[src/rtl/hazard_scoreboard.sv]
// Load-use hazard scoreboard: tracks destination tags through ID/EX, EX/MEM and MEM/WB,
// publishes them to the forwarding unit and requests a one-cycle stall on load-use.
module hazard_scoreboard #(
   parameter int REG_W = 5,
   parameter int CNT_W = 16
) (
   input  logic             clk,
   input  logic             rst,
   input  logic             id_valid,
   input  logic [REG_W-1:0] id_rs,
   input  logic [REG_W-1:0] id_rt,
   input  logic             id_uses_rt,
   input  logic [REG_W-1:0] id_dest,
   input  logic             id_regwrite,
   input  logic             id_memread,
   input  logic             flush_ex,
   input  logic             hold,
   output logic [REG_W-1:0] ID_EX_RS,
   output logic [REG_W-1:0] ID_EX_RT,
   output logic [REG_W-1:0] EX_MEM_RD,
   output logic [REG_W-1:0] MEM_WB_RD,
   output logic             EX_MEM_REGWRITE,
   output logic             MEM_WB_REGWRITE,
   output logic             stall,
   output logic [CNT_W-1:0] stall_count
);

   logic             idex_valid_q, idex_valid_d;
   logic [REG_W-1:0] idex_rs_q, idex_rs_d;
   logic [REG_W-1:0] idex_rt_q, idex_rt_d;
   logic [REG_W-1:0] idex_dest_q, idex_dest_d;
   logic             idex_regwrite_q, idex_regwrite_d;
   logic             idex_memread_q, idex_memread_d;
   logic             exmem_valid_q, exmem_valid_d;
   logic [REG_W-1:0] exmem_dest_q, exmem_dest_d;
   logic             exmem_regwrite_q, exmem_regwrite_d;
   logic             memwb_valid_q, memwb_valid_d;
   logic [REG_W-1:0] memwb_dest_q, memwb_dest_d;
   logic             memwb_regwrite_q, memwb_regwrite_d;
   logic [CNT_W-1:0] stall_count_q, stall_count_d;
   logic             stall_w;

   // A load in EX whose result a valid ID instruction needs cannot be forwarded in time.
   always_comb begin
      stall_w = id_valid & idex_valid_q & idex_memread_q & idex_regwrite_q
              & (idex_dest_q != '0)
              & ((idex_dest_q == id_rs) | (id_uses_rt & (idex_dest_q == id_rt)))
              & ~flush_ex & ~hold;
   end

   always_comb begin
      idex_valid_d     = idex_valid_q;
      idex_rs_d        = idex_rs_q;
      idex_rt_d        = idex_rt_q;
      idex_dest_d      = idex_dest_q;
      idex_regwrite_d  = idex_regwrite_q;
      idex_memread_d   = idex_memread_q;
      exmem_valid_d    = exmem_valid_q;
      exmem_dest_d     = exmem_dest_q;
      exmem_regwrite_d = exmem_regwrite_q;
      memwb_valid_d    = memwb_valid_q;
      memwb_dest_d     = memwb_dest_q;
      memwb_regwrite_d = memwb_regwrite_q;
      stall_count_d    = stall_count_q;
      if (!hold) begin
         exmem_valid_d    = idex_valid_q;
         exmem_dest_d     = idex_dest_q;
         exmem_regwrite_d = idex_regwrite_q;
         memwb_valid_d    = exmem_valid_q;
         memwb_dest_d     = exmem_dest_q;
         memwb_regwrite_d = exmem_regwrite_q;
         // Flush, stall and an invalid ID slot all insert an all-zero bubble.
         if (flush_ex || stall_w || !id_valid) begin
            idex_valid_d    = 1'b0;
            idex_rs_d       = '0;
            idex_rt_d       = '0;
            idex_dest_d     = '0;
            idex_regwrite_d = 1'b0;
            idex_memread_d  = 1'b0;
         end else begin
            idex_valid_d    = 1'b1;
            idex_rs_d       = id_rs;
            idex_rt_d       = id_rt;
            idex_dest_d     = id_dest;
            idex_regwrite_d = id_regwrite;
            idex_memread_d  = id_memread;
         end
         if (stall_w && (stall_count_q != '1)) begin
            stall_count_d = stall_count_q + 1'b1;
         end
      end
   end

   always_ff @(posedge clk or posedge rst) begin
      if (rst) begin
         idex_valid_q     <= 1'b0;
         idex_rs_q        <= '0;
         idex_rt_q        <= '0;
         idex_dest_q      <= '0;
         idex_regwrite_q  <= 1'b0;
         idex_memread_q   <= 1'b0;
         exmem_valid_q    <= 1'b0;
         exmem_dest_q     <= '0;
         exmem_regwrite_q <= 1'b0;
         memwb_valid_q    <= 1'b0;
         memwb_dest_q     <= '0;
         memwb_regwrite_q <= 1'b0;
         stall_count_q    <= '0;
      end else begin
         idex_valid_q     <= idex_valid_d;
         idex_rs_q        <= idex_rs_d;
         idex_rt_q        <= idex_rt_d;
         idex_dest_q      <= idex_dest_d;
         idex_regwrite_q  <= idex_regwrite_d;
         idex_memread_q   <= idex_memread_d;
         exmem_valid_q    <= exmem_valid_d;
         exmem_dest_q     <= exmem_dest_d;
         exmem_regwrite_q <= exmem_regwrite_d;
         memwb_valid_q    <= memwb_valid_d;
         memwb_dest_q     <= memwb_dest_d;
         memwb_regwrite_q <= memwb_regwrite_d;
         stall_count_q    <= stall_count_d;
      end
   end

   // Writes to $0 are never advertised to the forwarding unit.
   assign ID_EX_RS        = idex_rs_q;
   assign ID_EX_RT        = idex_rt_q;
   assign EX_MEM_RD       = exmem_dest_q;
   assign MEM_WB_RD       = memwb_dest_q;
   assign EX_MEM_REGWRITE = exmem_valid_q & exmem_regwrite_q & (exmem_dest_q != '0);
   assign MEM_WB_REGWRITE = memwb_valid_q & memwb_regwrite_q & (memwb_dest_q != '0);
   assign stall           = stall_w;
   assign stall_count     = stall_count_q;

endmodule

[config.mk]
export PLATFORM = sky130hd
export DESIGN_NAME = hazard_scoreboard
export DESIGN_NICKNAME = d
export VERILOG_FILES = /design/src/rtl/hazard_scoreboard.sv
export SDC_FILE = /design/constraint.sdc
export NUM_CORES = 1
export LEC_CHECK = 0
export CORE_MARGIN = 8
export CORE_UTILIZATION = 40
export CTS_CLUSTER_DIAMETER = 100
export DETAILED_ROUTE_END_ITERATION = 10
export PLACE_DENSITY = 0.75
export SLEW_MARGIN = 25
export SYNTH_ARGS = -nofsm -noshare
export SYNTH_HDL_FRONTEND = slang
export SYNTH_SLANG_ARGS = --single-unit
[constraint.sdc]
create_clock -name clk -period 3.05 [get_ports clk]
set_input_delay 0.7625 -clock clk [delete_from_list [all_inputs] [get_ports clk]]
set_output_delay 0.7625 -clock clk [all_outputs]
set_load 0.02 [all_outputs]
### Word level (Yosys, flattened, before mapping)

Cells that the tools add are included.

* word-level logic and storage cells: 46
* bits in registers: 48

* bitwise gates (word level): 15
* reduce and logical (&&, ||, !) cells: 8
* mux-type cells: 6
* eq/ne operators: 3
* add/subtract/negate cells: 1

Operators by type and width (number)
* adder 16 x 1 -> 16 bit, second input constant: 1
* inequality test 16 bit, second input constant: 1
* 2-to-1 mux 5 bit: 3
* nonzero test 5 bit: 3
* AND 1 bit: 12
* equality test 5 bit: 2
* 2-to-1 mux 1 bit: 3
* logical OR 1 bit: 2
* NOT 1 bit: 2
* AND reduction 2 bit: 1
* logical AND 1 bit: 1
* logical NOT 1 bit: 1
* OR 1 bit: 1

### Longest topological paths before layout

Gate-level depths: netlist (run 1).

* depth after elaboration: 10
* mapped depth: 7
* gate-level depth less buffers: 6

### Worst setup path after synthesis (run 1)

OpenSTA, ideal clock, no wires.

* path type: input to output
* start point: input hold
* end point: output stall
* path buffers: 1
* stages: 5
* data arrival time: 1.967 ns
* path slack: 0.320 ns
* cells stage by stage: buf_6 -> or3b_4 -> a211o_4 -> inv_2 -> and2_1

* word-level cells in the longest chain between the ends: 2

RTL lines
* start: declaration: line 17 `input logic hold,`
* NOT 1 bit (no line)
* AND 1 bit: line 48 `& ~flush_ex & ~hold;`
* end: declaration: line 24 `output logic stall,`

Every way passes these cells.

### Final worst setup path (run 1)

* start point: input id_valid
* end point: output stall

* word-level cells in the longest chain between the ends: 7

RTL lines
* start: declaration: line 9 `input logic id_valid,`
* AND 1 bit (3 in a row): line 45 `stall_w = id_valid & idex_valid_q & idex_memread_q & idex_regwrite_q`
* AND 1 bit: line 46 `& (idex_dest_q != '0)`
* AND 1 bit: line 47 `& ((idex_dest_q == id_rs) | (id_uses_rt & (idex_dest_q == id_rt)))`
* AND 1 bit (2 in a row): line 48

Every way passes these cells.

==> impl_metrics.csv, run 1 <==
group,metric,value,unit
floorplan,num_rows,27,
grt,grt_max_degree,33,
route,drtAntennaViolNets,0,
logic_synthesis,synth-async-reset-ratio,1.00,
grt,gr-total-overflow,0,
timing,layout_setup_ws,0.0467,ns
route,drtIter0Drc,111,
final_layout,final_core_util,0.555,
placed_design,pre_cts_ws,-0.428,ns
power,power.leakage,1.28,nW
grt,grt_use_total,0.133,
timing,min_period,3.00,ns
floorplan,io_pins,62,
cts,cts.sinks,48,
timing,slew_viol_final,0,
logic_synthesis,netlist_area,2190,µm²
cts,clockBufferDepth,2,
final_layout,syn_to_final_growth,37.0,%
cts,cts_buffers,5,
final_layout,nFillCells,476,
final_layout,diodes,0,
route,wirelength,5320,µm
logic_synthesis,syn_inst,172,
logic_synthesis,ys_seq_area_frac,0.549,
logic_synthesis,yosys.area.top_type,"dfrtp_1",
cts,clkTransAtPathRegs,0.09,ns
logic_synthesis,ys_warn_count,0,
grt,grt_pass1_wl,9080,µm
route,dr.pass1.iters,5,
logic_synthesis,ys_types,31,
logic_synthesis,synth_edf_count,0,
final_layout,final_nets,263,
logic_synthesis,synth-main-ff-cell,"dfrtp_1",
final_layout,fin_area,3000,µm²
floorplan,start_util,0.405,
timing,final_hold_viol_count,0,
route,via_per_inst,5.28,
critical_path,worstSetupStartpoint,"id_valid",
critical_path,required,2.29,ns
flow_run,drv_cap,0,
cts,cts_root_buf,"clkbuf_8",
critical_path,reg2reg_from,"stall_count[0]",
cts,cts_hold_buf,0,
placed_design,place_hpwl,3850,µm
route,vias,1648,
floorplan,die_w,90.0,µm
hold_path,min_from,"memwb_valid_q",
cts,cts_tree,"built",
logic_synthesis,ys_seq_elements,48,
critical_path,cp-end-kind,"primary output",
grt,grt_pass1_vias,1731,
critical_path,criticalPathCategory,"in2out",
power,ir_worst_vdd,0.236,mV
cts,cts_setup_buffers,0,
critical_path,crit_path_start_kind,"input port",
floorplan,coreArea,5410,µm²
hold_path,min_path_type,"reg2reg",
logic_synthesis,synth_top_area_frac,0.549,
floorplan,dieArea,8100,µm²
timing,setup_viol,0,
cts,htreeDepth,2,
timing,max_slew.worst_pin.slew,0.571,ns
timing,fin_crit_sh,0.985,
critical_path,arrival,2.24,ns
cts,clk_latency,0.29,ns
timing,fin_skew,0.00669,ns
placed_design,globalplace.congestion,0.771,
timing,fin_setup_tns,0,ns
timing,rsz0062_at_grt,"false",
floorplan,die_h,90.0,µm
timing,timing.slew.headroom,0.616,
route,drc_errors,0,
outcome,status,"finished clean",
final_layout,layout-drive-gt1-share,0.167,
logic_synthesis,synth_area_leaders,"dfrtp_1 55%, xnor2_1 9.6%, mux2_2 7.2%",
timing,fmax,333,MHz
power,total_power,1.28,mW
grt,grt_antenna_before_repair,0,
logic_synthesis,syn_nets,196,
logic_synthesis,syn_area_per_cell,12.7,µm²
critical_path,crit_fanout,2,
placed_design,placed_cell_area,2910,µm²
route,wl_per_cell,17.0,µm
power,p_per_area,428,nW/µm²
placed_design,numPortBuffers,61,
[registers in the layout (all words and copies together), names as in the netlist]
| name | count |
|---|---|
| EX_MEM_RD | 5 |
| ID_EX_RS | 5 |
| ID_EX_RT | 5 |
| MEM_WB_RD | 5 |
| exmem_regwrite_q | 1 |
| exmem_valid_q | 1 |
| idex_dest_q | 5 |
| idex_memread_q | 1 |
| idex_regwrite_q | 1 |
| idex_valid_q | 1 |
| memwb_regwrite_q | 1 |
| memwb_valid_q | 1 |
| stall_count | 16 |
[cells in the mapped netlist, types with 2 or more instances]
master / n
dfrtp_1: 48
xnor2_1: 24
a22o_1: 17
mux2_2: 14
nand3_1: 13
nand4_1: 11
nor2_1: 6
clkbuf_1: 5
and3_1: 4
nand2_1: 3
or3_1: 3
and2_1: 2
buf_6: 2
nor4_2: 2
o311a_1: 2
[cells in the final DEF, fill, tap and decap left out, drive strengths merged, types with 4 or more instances in the layout]
cell / instances
nand2: 4
a22o: 17
mux2: 15
and3: 4
dfrtp: 48
nand4: 11
nand3: 13
nor2: 7
clkdlybuf4s50: 60
xnor2: 24
clkbuf: 6
buf: 7
[per-stage QoR]
step	hold slack, ns	std cells
finish	0.516	312
global route	0.533	312
CTS	0.521	312
detailed placement	0.496	304
global placement	0.495	304
floorplan	0.471	172
[layer usage]
metal | share of wire | global-route usage | vias to the layer above
met5 | 0 | 0 | -
met1 | 0.45 | 0.176 | 835
met2 | 0.50 | 0.212 | 40
met4 | 0.011 | 0.0499 | 0
li1 | - | - | 768
met3 | 0.037 | 0.0241 | 5
[report_power, final]
| part | internal (mW) | switching, mW | total (mW) | leakage [nW] |
|---|---|---|---|---|
| Clock | 0.186 | 0.217 | 0.403 | 0.0516 |
| Combinational | 0.103 | 0.0857 | 0.188 | 0.577 |
| Sequential | 0.666 | 0.0259 | 0.692 | 0.654 |
| Total | 0.955 | 0.329 | 1.28 | 1.28 |
[path summary, 6_finish.rpt]
check | end | slack, ns | cells after the start
setup / recovery | stall | 0.05 | 6
hold / removal | memwb_valid_q | 0.52 | 1
setup reg to reg | stall_count[1] | 0.88 | 6
hold reg to reg | memwb_valid_q | 0.52 | 1
max in group asynchronous | idex_memread_q | 1.71 | 3
min in group asynchronous | stall_count[7] | 0.82 | 2
[area by class of cell]
type | count | area, µm² | area share
Timing Repair Buffer | 67 | 666 | 0.222
Inverter | 2 | 7.51 | 0.00250
Clock buffer | 6 | 82.6 | 0.0275
Multi-Input combinational cell | 115 | 940 | 0.313
Clock inverter | 2 | 13.8 | 0.00459
Sequential cell | 48 | 1200 | 0.400
Tap cell | 72 | 90.1 | 0.0300
[critical path, stage by stage]
cell and delay, ns:
clkdlybuf4s50_1 0.45, or3b_4 0.38, a211o_4 0.32, inv_2 0.05, and2_1 0.13, buf_4 0.14
[cells by family (layout without fill, tap and decap cells)]
family | count (synthesis) | in the layout | synth area share
AOI/OAI and AO/OA | 25 | 25 | 0.108
and+or+nand+nor | 50 | 50 | 0.141
muxes | 15 | 15 | 0.0789
DFF | 48 | 48 | 0.549
buffers and inverters | 9 | 77 | 0.0223
xor gates and xnor gates | 24 | 24 | 0.0960
adders and majority gates | 1 | 1 | 0.00571
[what timing repair did]
item | in CTS | in global routing
pin swaps | 0 | 1
gates resized for setup | 4 | 1
endpoints found under the setup margin | 1 | 1
endpoints found under the hold margin | 0 | 0
No activity file was read; power rests on OpenSTA's default activity.
==> run 2, diff against run 1 <==
--- a/config.mk
+++ b/config.mk
@@ -10,7 +10,7 @@
 export CTS_CLUSTER_DIAMETER = 100
 export DETAILED_ROUTE_END_ITERATION = 10
 export PLACE_DENSITY = 0.75
-export SLEW_MARGIN = 25
+export SLEW_MARGIN = 10
 export SYNTH_ARGS = -nofsm -noshare
 export SYNTH_HDL_FRONTEND = slang
 export SYNTH_SLANG_ARGS = --single-unit
==> results of run 2 <==
Final layout, timing and power as in run 1 (identical DEF).
